## src/rtl/drum_timing_track.sv

```systemverilog
// Drum timing-track generator: derives the Z2 word-sync and Z3 serial sector-address
// tracks, plus bit/word position counters, from the Z1 bit clock.
module drum_timing_track #(
  parameter int unsigned BPW    = 40,
  parameter int unsigned ADDR_W = 7,
  parameter int unsigned WORDS  = 128
) (
  input  logic              CLK,
  input  logic              CLR,
  input  logic              EN,
  output logic              Z2,
  output logic              _Z2,
  output logic              Z3,
  output logic              _Z3,
  output logic [5:0]        BIT,
  output logic [ADDR_W-1:0] WORD,
  output logic              IDX,
  output logic              WEND
);

  if (BPW < ADDR_W + 10) begin : g_bad_bpw
    $error("drum_timing_track: BPW must be >= ADDR_W+10");
  end
  if (WORDS > (1 << ADDR_W)) begin : g_bad_words
    $error("drum_timing_track: WORDS must be <= 2**ADDR_W");
  end
  if (BPW > 64) begin : g_bad_bit_width
    $error("drum_timing_track: BPW must fit the 6-bit BIT output");
  end

  localparam logic [5:0]        LAST_BIT  = 6'(BPW - 1);
  localparam logic [ADDR_W-1:0] LAST_WORD = ADDR_W'(WORDS - 1);
  localparam logic [5:0]        Z2_A_LO   = 6'(BPW - 9);
  localparam logic [5:0]        Z2_A_HI   = 6'(BPW - 7);
  localparam logic [5:0]        Z2_B_LO   = 6'(BPW - 2);
  localparam int unsigned       Z3_START  = BPW - ADDR_W - 1;

  logic [5:0]        bit_q,  bit_nxt;
  logic [ADDR_W-1:0] word_q, word_nxt;
  logic [ADDR_W-1:0] addr_nxt;
  logic              z2_q, z2_nxt;
  logic              z3_q, z3_nxt;
  logic              idx_q, idx_nxt;
  logic              wend_q, wend_nxt;

  // Outputs are decoded from the next position so they register in step with the counters.
  always_comb begin
    bit_nxt  = bit_q + 6'd1;
    word_nxt = word_q;
    if (bit_q == LAST_BIT) begin
      bit_nxt  = '0;
      word_nxt = (word_q == LAST_WORD) ? '0 : word_q + 1'b1;
    end

    // Sector-ahead addressing: the field announces the word that follows.
    addr_nxt = (word_nxt == LAST_WORD) ? '0 : word_nxt + 1'b1;

    z2_nxt = ((bit_nxt >= Z2_A_LO) && (bit_nxt <= Z2_A_HI)) || (bit_nxt >= Z2_B_LO);

    z3_nxt = 1'b0;
    for (int unsigned k = 0; k < ADDR_W; k++) begin
      if (bit_nxt == 6'(Z3_START + k)) begin
        z3_nxt = addr_nxt[k];
      end
    end

    idx_nxt  = (word_nxt == '0) && (bit_nxt == '0);
    wend_nxt = (bit_nxt == LAST_BIT);
  end

  // Falling-edge update mirrors master-slave flip-flop output timing on the drum.
  always_ff @(negedge CLK or negedge CLR) begin
    if (!CLR) begin
      bit_q  <= '0;
      word_q <= '0;
      z2_q   <= 1'b0;
      z3_q   <= 1'b0;
      idx_q  <= 1'b1;
      wend_q <= 1'b0;
    end else if (EN) begin
      bit_q  <= bit_nxt;
      word_q <= word_nxt;
      z2_q   <= z2_nxt;
      z3_q   <= z3_nxt;
      idx_q  <= idx_nxt;
      wend_q <= wend_nxt;
    end
  end

  assign Z2   = z2_q;
  assign _Z2  = ~z2_q;
  assign Z3   = z3_q;
  assign _Z3  = ~z3_q;
  assign BIT  = bit_q;
  assign WORD = word_q;
  assign IDX  = idx_q;
  assign WEND = wend_q;

endmodule

```

## config.mk

```make
export PLATFORM = sky130hd
export DESIGN_NAME = drum_timing_track
export DESIGN_NICKNAME = d
export VERILOG_FILES = /design/src/rtl/drum_timing_track.sv
export SDC_FILE = /design/constraint.sdc
export NUM_CORES = 1
export LEC_CHECK = 0
export BUFFER_PORTS_ARGS = -buffer_cell sky130_fd_sc_hd__buf_2
export CORE_UTILIZATION = 25
export DETAILED_ROUTE_END_ITERATION = 10
export PLACE_DENSITY_LB_ADDON = 0.2
export SLEW_MARGIN = 40
export SYNTH_ARGS = -nofsm -noshare
export SYNTH_HDL_FRONTEND = slang
export SYNTH_SLANG_ARGS = --single-unit
```

## constraint.sdc

```tcl
create_clock -name CLK -period 3.74 [get_ports CLK]
set_clock_uncertainty 0.15 [all_clocks]
set_input_delay 0.187 -clock CLK [delete_from_list [all_inputs] [get_ports CLK]]
set_output_delay 0.187 -clock CLK [all_outputs]
set_load 0.03 [all_outputs]
```

# ---- Yosys cells after proc, flatten, opt, wreduce, memory -nomap -nowiden
# Index checks and enable logic that the tools add are counted.
dict set report totals {
  ff_bits 17
  in_bits 3
  out_inout_bits 19
  elab_cells 41
}
dict set report op_classes {
  add_sub_neg 3
  order_cmp 3
  n_eq_ne 11
  muxes 11
  n_bitwise 2
  reduce_logical 5
}
# op n
set ops {}
lappend ops {{equality test 6 bit, second input constant} 9}
lappend ops {{two-way mux 7 bit} 3}
lappend ops {{adder 7 x 1 -> 7 bit, second input constant} 2}
lappend ops {{equality test 7 bit, second input constant} 2}
lappend ops {{logical NOT 7 bit} 1}
lappend ops {{two-way mux 1 bit} 7}
lappend ops {{adder 6 x 1 -> 6 bit, second input constant} 1}
lappend ops {{>= comparator 6 x 5 -> 1 bit, second input constant} 1}
lappend ops {{>= comparator 6 bit, second input constant} 1}
lappend ops {{less-or-equal comparator 6 bit, second input constant} 1}
lappend ops {{logical NOT 6 bit} 1}
lappend ops {{two-way mux 6 bit} 1}
lappend ops {{logical AND 1 bit} 2}
lappend ops {{inverter 1 bit} 2}
lappend ops {{logical OR 1 bit} 1}

# ---- Longest topological paths before layout
# Gate-level depths: netlist of run 1.
dict set report depth {
  ltp_word 12
  mapped_depth 13
}

==> results of run 1 <==
[synth_stat cells (3+ instances only)]
master    instances  area (um2)
mux2i_1           3       30.03
o21ai_0           7       35.03
nand2b_1          3       18.77
dfrtn_1          16       400.4
nand4_1           3       18.77
a21oi_1           9       45.04
nor3_1            3       15.01
ha_1              8       100.1
xor2_1            7       61.31
nand2_1          18       67.56
inv_1            11       41.29
nor2_1           15       56.30
xnor2_1           9       78.83
nand3_1          12       60.06
clkbuf_1          4       15.01
[worst register-to-register path, stage by stage, from the launching register on]
cell and delay (ns):
dfrtn_1 0.53, ha_1 0.29, and2_2 0.26, nand2_1 0.18
or3_1 0.42, a21boi_0 0.18, ha_1 0.31, a221oi_1 0.31
o41ai_1 0.09, a311oi_1 0.23, o221ai_1 0.16
[report_power, final]
| part | switching, mW | internal (mW) | leakage, nW |
|---|---|---|---|
| Clock | 0.0748 | 0.0746 | 0.0322 |
| Sequential | 0.0929 | 0.230 | 0.208 |
| Combinational | 0.299 | 0.168 | 0.454 |
[per-stage QoR]
step | util | area, um2 | worst slack, ns | cells
final | 0.2974 | 1638 | 0.3570 | 258
after global routing | 0.2974 | 1638 | 0.09269 | 258
after CTS | 0.2972 | 1637 | 0.3409 | 258
after detailed placement | 0.2890 | 1592 | 0.4066 | 254
after global placement | 0.2890 | 1592 | 0.5376 | 254
after floorplan | - | 1430 | 0.5285 | 168
[worst max-delay path by stage]
stage / startpoint / to / slack [ns] / depth (start not counted)
global placement: BIT[1]$_DFFE_NN0P_ / Z3$_DFFE_NN0P_ / 0.54 / 10
finish: WORD[2]$_DFFE_NN0P_ / WORD[2] / 0.36 / 1
CTS: BIT[0]$_DFFE_NN0P_ / Z3$_DFFE_NN0P_ / 0.34 / 10
floorplan: BIT[1]$_DFFE_NN0P_ / Z3$_DFFE_NN0P_ / 0.53 / 11
detailed placement: BIT[0]$_DFFE_NN0P_ / Z3$_DFFE_NN0P_ / 0.41 / 10
global route: BIT[1]$_DFFE_NN0P_ / Z3$_DFFE_NN0P_ / 0.09 / 10
[logic make-up after synthesis]
kind of cell / count (synthesis) / share of synthesized area
XOR/XNOR: 17 / 0.1172
multiplexers: 5 / 0.03675
flip-flops: 17 / 0.2983
buffers and inverters: 21 / 0.06823
adder cells (fa/ha/maj): 8 / 0.06999
AND/OR/NAND/NOR: 67 / 0.2493
AO/OA/AOI/OAI: 33 / 0.1601
[layout make-up]
class / count / area [um2]
sequential: 17 / 426.7
multi-input combinational: 130 / 907.1
inverter: 10 / 37.54
clock inverter: 2 / 7.507
clock buffer: 3 / 41.29
fill: 599 / 3869
timing repair buffer: 24 / 127.6
tap: 72 / 90.09
[routing by layer]
metal / up-vias / global-route usage
li1: 630 / -
met1: 582 / 0.1942
met2: 23 / 0.2062
met3: 5 / 0.02118
met4: 0 / 0.03585
met5: - / 0
[registers in the layout, summed over array words and instances (netlist names)]
name and flops:
Z2 1, IDX 1, WORD 7, BIT 6
Z3 1, WEND 1
[placed cells by master (no fill, tap or decap), types with 2 or more instances in the layout]
master	n
buf_2	21
nand2_1	18
dfrtn_1	16
nor2_1	15
inv_1	12
nand3_1	12
xnor2_1	9
a21oi_1	9
ha_1	8
xor2_1	7
o21ai_0	7
nand4_1	3
nor3_1	3
mux2i_1	3
nand2b_1	3
clkbuf_8	3
buf_4	3
a21boi_0	2
mux2_2	2
nand3b_1	2
and4b_1	2
o211ai_1	2
[repair_timing]
item,4_1_cts,5_1_grt
endpoints found under the hold margin,0,0
gates resized for setup,0,1
endpoints found under the setup margin,0,1
==> qor.yml, run 1 <==
outcome: "finished, violations left"
violations: "DRC"
cp_num_buf_inv: 1
dieArea_um2: 6027
cp-end-kind: "primary output"
synth_seq_cells: 17
cts_buffer_depth: 2
num_rows: 27
irDropWorstVdd_v: 0.0001923
dieWidth_um: 77.64
p_leak_nw: 0.6944
htree_levels: 1
antenna_cells: 0
detail_route.wl_per_cell_um: 14.24
numClockSinks: 17
hp-class: "flip-flop to flip-flop"
antenna_found_initial: 0
synth_nets: 179
place.gp.congestion: 0.7972
grt_max_degree: 27
finalPower_mw: 0.9392
met2_length_mm: 1.649
slew_violations: 0
worstMarginPinSlew_ns: 0.5053
grt-ovfl-total: 0
grt_use_total: 0.1347
min_to: "IDX$_DFFE_NN1P_"
slew-limit-headroom: 0.6601
r2r-end: "Z3$_DFFE_NN0P_"
synthCells: 168
r2r_cells: 10
cp_top_family: "flip-flops"
post_cts_buffers: 0
initial_utilization: 0.2597
drive_gt1_frac: 0.1989
finalSetupTns_ns: 0
start_kind: "flip-flop"
path_clk_slew_ns: 0.05
drt_iter0_markers: 111
fin_nets: 198
wl_mm: 3.675
cp_slowest_cell: "dfrtn_1"
hold_depth: 2
synthArstFlopShare: 1.000
fin_hold_ws_ns: 0.3102
avgSynthCellArea_um2: 8.513
ios: 22
vias: 1240
highest_layer: "met4"
crit_type: "flip-flop to primary output"
fp.dieH_um: 77.64
cpPeakStageDelay_ns: 0.63
min_from: "IDX$_DFFE_NN1P_"
setup_viol: 0
area_delta_synth_final_pct: 14.52
reg2reg_slack_ns: 0.44
crit_fanout: 8
postCtsHoldBufs: 0
clk_latency_ns: 0.27
drc_errors: 2
detail-route-antenna-nets: 0
grt_pass1_vias: 1191
worst_ep_arrival_time_ns: 3.05
final-hold-violation-count: 0
cts_made_buffers: 3
grt_first_pass_wirelength_mm: 6.258
yosysSeqAreaShare: 0.2983
synthFlopType: "dfrtn_1"
r2r_start: "BIT[1]$_DFFE_NN0P_"
wl_met1_mm: 1.862
powerDensity_nw_per_um2: 573.4
root_buffer: "clkbuf_8"
coreArea_um2: 5507
wl_met3_um: 122
yosysWarnings: 0
synth_edf_count: 0
rsz0062_at_grt: "false"
cap_violations: 0
cp_cell_sequence: "buf_2"
hpwl_mm: 2.757
portBuffers: 21
synth_cell_types: 48
synth_area_um2: 1430
drt_pass1_iterations: 7
viasPerCell: 4.806
cts_tree: "done"
worstPathRequired_ns: 3.40
No activity file was read; power rests on OpenSTA's default activity.
==> run 2: changes to the inputs <==
ABC_AREA = 1   (was default)
CELL_PAD_IN_SITES_DETAIL_PLACEMENT = 1   (was default)
CELL_PAD_IN_SITES_GLOBAL_PLACEMENT = 2   (was default)
==> run 2 against run 1 <==
Effect of this change: core utilization rose by 0.80 points; critical endpoint is now BIT[2]; critical path depth is the same; sequential power shrank 2%; via count rose by 17%; sequential cell count did not move; worst setup slack better by 0.081 ns; synthesized cell count up 34%; non-clock buffer count down 3; clock power hardly changed; final cell count increased by 24%; the run now ends clean; area after synthesis grew 4.5%; wire length increased by 20%.
==> qor.yml, run 2 <==
grt_first_pass_wirelength_mm: 7.376  # was 6.258 mm
cp_num_buf_inv: 1  # unchanged
portBuffers: 21  # unchanged
detail_route.wl_per_cell_um: 13.81  # was 14.24 um
antenna_found_initial: 0  # unchanged
dp_cells: 315  # was 254
synth_largest_area_cell: "dfrtn_1"  # unchanged
synth_top_area_share: 0.2680  # was 0.2800
cap_violations: 0  # unchanged
root_buffer: "clkbuf_8"  # unchanged
fin_nets: 259  # was 198
detail-route-antenna-nets: 0  # unchanged
hold_depth: 2  # unchanged
place.gp.congestion: 0.7666  # was 0.7972
synth_cell_types: 28  # was 48
cts_made_buffers: 3  # unchanged
cp_slowest_cell: "dfrtn_1"  # unchanged
use_met2: 0.2422  # was 0.2062
crit_fanout: 7  # was 8
area_delta_synth_final_pct: 15.33  # was 14.52%
finalSetupTns_ns: 0  # unchanged
grt-ovfl-total: 0  # unchanged
cp_cell_sequence: "buf_2"  # unchanged
crit_type: "flip-flop to primary output"  # unchanged
final-hold-violation-count: 0  # unchanged
slew_violations: 0  # unchanged
postCtsHoldBufs: 0  # unchanged
irDropWorstVdd_v: 0.0002537  # was 0.0001923 V
yosysSeqAreaShare: 0.2856  # was 0.2983
path_clk_slew_ns: 0.05  # about the same
antenna_cells: 0  # unchanged
powerDensity_nw_per_um2: 586.2  # was 573.4 nW/um2
cts-resized-gates: 0  # unchanged
final_cell_count_no_fill: 319  # was 258
grtUsageMet3: 0.01724  # was 0.02118
start_kind: "flip-flop"  # unchanged
coreArea_um2: 5642  # was 5507 um2
synth_area_um2: 1494  # was 1430 um2
worstPathRequired_ns: 3.40  # about the same
dieArea_um2: 6288  # was 6027 um2
cts_buffer_depth: 2  # unchanged
drc_errors: 0  # was 2
rsz0062_at_grt: "false"  # unchanged
ios: 22  # unchanged
drt_pass1_iterations: 4  # was 7
setup_viol: 0  # unchanged
post_cts_buffers: 0  # unchanged
grt_pass1_vias: 1419  # was 1191
layout_common_cells: "nand2_1, inv_1, nand3_1"  # was buf_2, nand2_1, dfrtn_1
viasPerCell: 4.536  # was 4.806
yosysWarnings: 0  # unchanged
worst_ep_arrival_time_ns: 2.96  # was 3.05 ns
fp.dieH_um: 79.30  # was 77.64 um
synthCells: 225  # was 168
p_leak_nw: 0.8671  # was 0.6944 nW
dieWidth_um: 79.30  # was 77.64 um
num_rows: 27  # unchanged
synth_seq_cells: 17  # unchanged
synth_edf_count: 0  # unchanged
largest_register_ff_count: 7  # unchanged
synthArstFlopShare: 1.000  # unchanged
hp-class: "flip-flop to flip-flop"  # unchanged
vias: 1447  # was 1240
cp_top_family: "flip-flops"  # unchanged
ys_top_cells_by_count: "nand2_1, inv_1, nand3_1"  # was nand2_1, dfrtn_1, nor2_1
cpPeakStageDelay_ns: 0.56  # was 0.63 ns
slew-limit-headroom: 0.5761  # was 0.6601
drt_iter0_markers: 40  # was 111
synth_nets: 236  # was 179
top_usage_layer: "met2"  # unchanged
grt_max_degree: 23  # was 27
drive_gt1_frac: 0.2227  # was 0.1989
grt_use_total: 0.1539  # was 0.1347
grt_util_met1: 0.2212  # was 0.1942
layout_commonest_cell: "nand2_1"  # was buf_2
htree_levels: 1  # unchanged
synthFlopType: "dfrtn_1"  # unchanged
wl_mm: 4.404  # was 3.675 mm
outcome: "finished clean"  # was finished, violations left
worstMarginPinSlew_ns: 0.6351  # was 0.5053 ns
synth.most_common_cell: "nand2_1"  # unchanged
initial_utilization: 0.2648  # was 0.2597
cp-end-kind: "primary output"  # unchanged
hpwl_mm: 3.622  # was 2.757 mm
r2r_cells: 15  # was 10
numClockSinks: 17  # unchanged
avgSynthCellArea_um2: 6.640  # was 8.513 um2
synthTopCellsByArea: "dfrtn_1, nand2_1, inv_1"  # was dfrtn_1, ha_1, xnor2_1
cts_tree: "done"  # unchanged
crit_cells: 1  # unchanged
clk_latency_ns: 0.27  # about the same
-- run 2: changes by cell type after synthesis, moves of 3 or more --
cell / change
nand2_4: +3
xor2_1: -6
inv_1: +22
nor2_4: +8
nand2_1: +40
a21oi_1: -6
mux2i_1: -3
nand3_1: +11
nor2_1: +7
xnor2_1: -8
o21ai_0: +7
nand2_2: +7
nand2b_1: -3
inv_2: +5
-- run 2: kinds of logic after synthesis --
family | count (synthesis) | share of synthesized area
adder cells (fa/ha/maj) | 8 | 0.06700
XOR/XNOR | 2 | 0.01173
AO/OA/AOI/OAI | 22 | 0.08124
flip-flops | 17 | 0.2856
AND/OR/NAND/NOR | 134 | 0.4481
buffers and inverters | 42 | 0.1064
-- run 2: cell type report --
cell class                      count  area, um2
Inverter                           38      142.6
Clock buffer                        3      41.29
Tap cell                           72      90.09
Clock inverter                      2      8.758
Multi-Input combinational cell    166      908.4
Timing Repair Buffer               21      105.1
Fill cell                         749       3919
Sequential cell                    17      426.7
-- run 2: layer usage --
| layer | up-vias | routed length (um) | share of wire |
|---|---|---|---|
| met2 | 15 | 1975 | 0.45 |
| met1 | 677 | 2295 | 0.52 |
| met3 | 4 | 88 | 0.020 |
| met5 | - | 0 | 0 |
| met4 | 0 | 44 | 0.010 |
| li1 | 751 | - | - |
-- run 2: final timing paths --
| path | startpoint | end | slack, ns |
|---|---|---|---|
| min | WEND$_DFFE_NN0P_ | WEND$_DFFE_NN0P_ | 0.30 |
| min in group asynchronous | CLR | WORD[2]$_DFFE_NN0P_ | 1.44 |
| max reg2reg | BIT[0]$_DFFE_NN0P_ | Z3$_DFFE_NN0P_ | 1.07 |
| max in group asynchronous | CLR | IDX$_DFFE_NN1P_ | 1.61 |
| min reg2reg | WEND$_DFFE_NN0P_ | WEND$_DFFE_NN0P_ | 0.30 |
| max | BIT[2]$_DFFE_NN0P_ | BIT[2] | 0.44 |
-- run 2: stage by stage --
step	power, mW	setup WS, ns	instance area (um2)	hold WS (ns)	util
2_1_floorplan	0.7129	0.7465	1494	0.3785	-
3_3_place_gp	0.8784	0.3779	1677	0.2891	0.2972
3_5_place_dp	0.8804	0.2947	1677	0.2963	0.2972
4_1_cts	1.027	0.4341	1723	0.2986	0.3054
5_1_grt	1.105	0.4024	1723	0.3139	0.3054
6_report	1.010	0.4381	1723	0.2957	0.3054
-- run 2: power by group --
group | switching (mW) | internal, mW | total [mW]
registers | 0.0785 | 0.236 | 0.315
logic | 0.391 | 0.156 | 0.546
clock network | 0.0732 | 0.0755 | 0.149
==> run 3: changes to the inputs <==
clock period = 4 ns   (was 3.74 ns; I/O delays follow)
==> run 3 against run 2 <==
Effect of this change: largest cell class unchanged; worst setup slack improved by 0.13 ns; core utilization barely moved; critical endpoint unchanged; critical path type unchanged; die area did not move; highest routed layer unchanged; via count rose by 0.14%; register-to-register slack improved by 0.24 ns; sequential power fell by 7.0%.
==> qor.yml, run 3 (same netlist as run 2, synthesis figures left out) <==
drive_gt1_frac: 0.2186  # was 0.2227
portBuffers: 21  # unchanged
outcome: "finished clean"  # unchanged
largest_register_ff_count: 7  # unchanged
crit_fanout: 7  # unchanged
antenna_cells: 0  # unchanged
worstPathRequired_ns: 3.65  # was 3.40 ns
r2r_cells: 15  # unchanged
setup_viol: 0  # unchanged
detail_route.wl_per_cell_um: 14.03  # was 13.81 um
htree_levels: 1  # unchanged
cp_top_family: "flip-flops"  # unchanged
irDropWorstVdd_v: 0.0001990  # was 0.0002537 V
cp_cell_sequence: "buf_2"  # unchanged
antenna_found_initial: 0  # unchanged
vias: 1449  # was 1447
cap_violations: 0  # unchanged
r2r_start: "BIT[0]$_DFFE_NN0P_"  # unchanged
slew-limit-headroom: 0.5861  # was 0.5761
start_kind: "flip-flop"  # unchanged
drt_iter0_markers: 30  # was 40
dieWidth_um: 79.30  # unchanged
cts_tree: "done"  # unchanged
crit_cells: 1  # unchanged
crit_path_start: "BIT[2]$_DFFE_NN0P_"  # unchanged
drc_errors: 0  # unchanged
grt_pass1_vias: 1440  # was 1419
num_rows: 27  # unchanged
initial_utilization: 0.2648  # unchanged
coreArea_um2: 5642  # unchanged
path_clk_slew_ns: 0.05  # about the same
viasPerCell: 4.542  # was 4.536
fp.dieH_um: 79.30  # unchanged
ios: 22  # unchanged
cp_num_buf_inv: 1  # unchanged
layout_common_cells: "nand2_1, inv_1, nand3_1"  # unchanged
place.gp.congestion: 0.7387  # was 0.7666
area_delta_synth_final_pct: 15.24  # was 15.33%
final-hold-violation-count: 0  # unchanged
finalPower_mw: 0.9440  # was 1.010 mW
cts-resized-gates: 0  # unchanged
powerDensity_nw_per_um2: 548.3  # was 586.2 nW/um2
crit_type: "flip-flop to primary output"  # unchanged
detail-route-antenna-nets: 0  # unchanged
grt_max_degree: 23  # unchanged
dieArea_um2: 6288  # unchanged
hp-class: "flip-flop to flip-flop"  # unchanged
fillers: 734  # was 749
numClockSinks: 17  # unchanged
final_cell_count_no_fill: 319  # unchanged
drt_pass1_iterations: 4  # unchanged
grt_use_total: 0.1588  # was 0.1539
min_from: "WEND$_DFFE_NN0P_"  # unchanged
hold_depth: 2  # unchanged
cp-end-kind: "primary output"  # unchanged
cpPeakStageDelay_ns: 0.56  # about the same
postCtsHoldBufs: 0  # unchanged
dp_cells: 315  # unchanged
layout_commonest_cell: "nand2_1"  # unchanged
hpwl_mm: 3.575  # was 3.622 mm
grt-ovfl-total: 0  # unchanged
cp_slowest_cell: "dfrtn_1"  # unchanged
root_buffer: "clkbuf_8"  # unchanged
worst_ep_arrival_time_ns: 3.08  # was 2.96 ns
rsz0062_at_grt: "false"  # unchanged
fin_nets: 259  # unchanged
p_leak_nw: 0.8685  # was 0.8671 nW
wl_mm: 4.477  # was 4.404 mm
cts_buffer_depth: 2  # unchanged
finalSetupTns_ns: 0  # unchanged
slew_violations: 0  # unchanged
grt_first_pass_wirelength_mm: 7.486  # was 7.376 mm
clk_latency_ns: 0.27  # about the same
worstMarginPinSlew_ns: 0.6202  # was 0.6351 ns
cts_made_buffers: 3  # unchanged
post_cts_buffers: 0  # unchanged
## run 3: changes by cell type in the layout (fill, tap and decap cells not counted)
cell      before  now
inv_1         33   34
clkinv_2       1    0
## run 3: path summary, 6_finish.rpt
check	to	slack [ns]
max	BIT[2]	0.57
min	WEND$_DFFE_NN0P_	0.31
max reg2reg	Z3$_DFFE_NN0P_	1.31
min reg2reg	WEND$_DFFE_NN0P_	0.31
max in group asynchronous	IDX$_DFFE_NN1P_	1.70
min in group asynchronous	WORD[1]$_DFFE_NN0P_	1.60
## run 3: cell type report
cell class,count,area (um2),share of cell area
flip-flops and latches,17,426.7,0.2478
repair buffers,21,105.1,0.06105
well taps,72,90.09,0.05233
clock inverters,2,7.507,0.004360
inverters,38,142.6,0.08285
multi-input cells,166,908.4,0.5276
clock buffers,3,41.29,0.02398
## run 3: through the flow
stage          utilization  cell area, um2  hold slack (ns)  setup slack [ns]
2_1_floorplan            -            1494           0.3785            0.8635
3_3_place_gp        0.2972            1677           0.2937            0.4645
3_5_place_dp        0.2972            1677           0.3056            0.4549
4_1_cts             0.3052            1722           0.3101            0.5521
5_1_grt             0.3052            1722           0.3427            0.5340
6_report            0.3052            1722           0.3078            0.5666
## run 3: power breakdown
part	switching [mW]	internal [mW]
combinational	0.367	0.146
clock	0.0676	0.0696
sequential	0.0723	0.221
total	0.507	0.437
## run 3: per-layer routing
layer | up-vias | wire (um) | GRT usage
li1 | 753 | - | -
met1 | 674 | 2313 | 0.2188
met2 | 17 | 2022 | 0.2578
met3 | 5 | 78 | 0.01724
met4 | 0 | 63 | 0.04909
met5 | - | 0 | 0
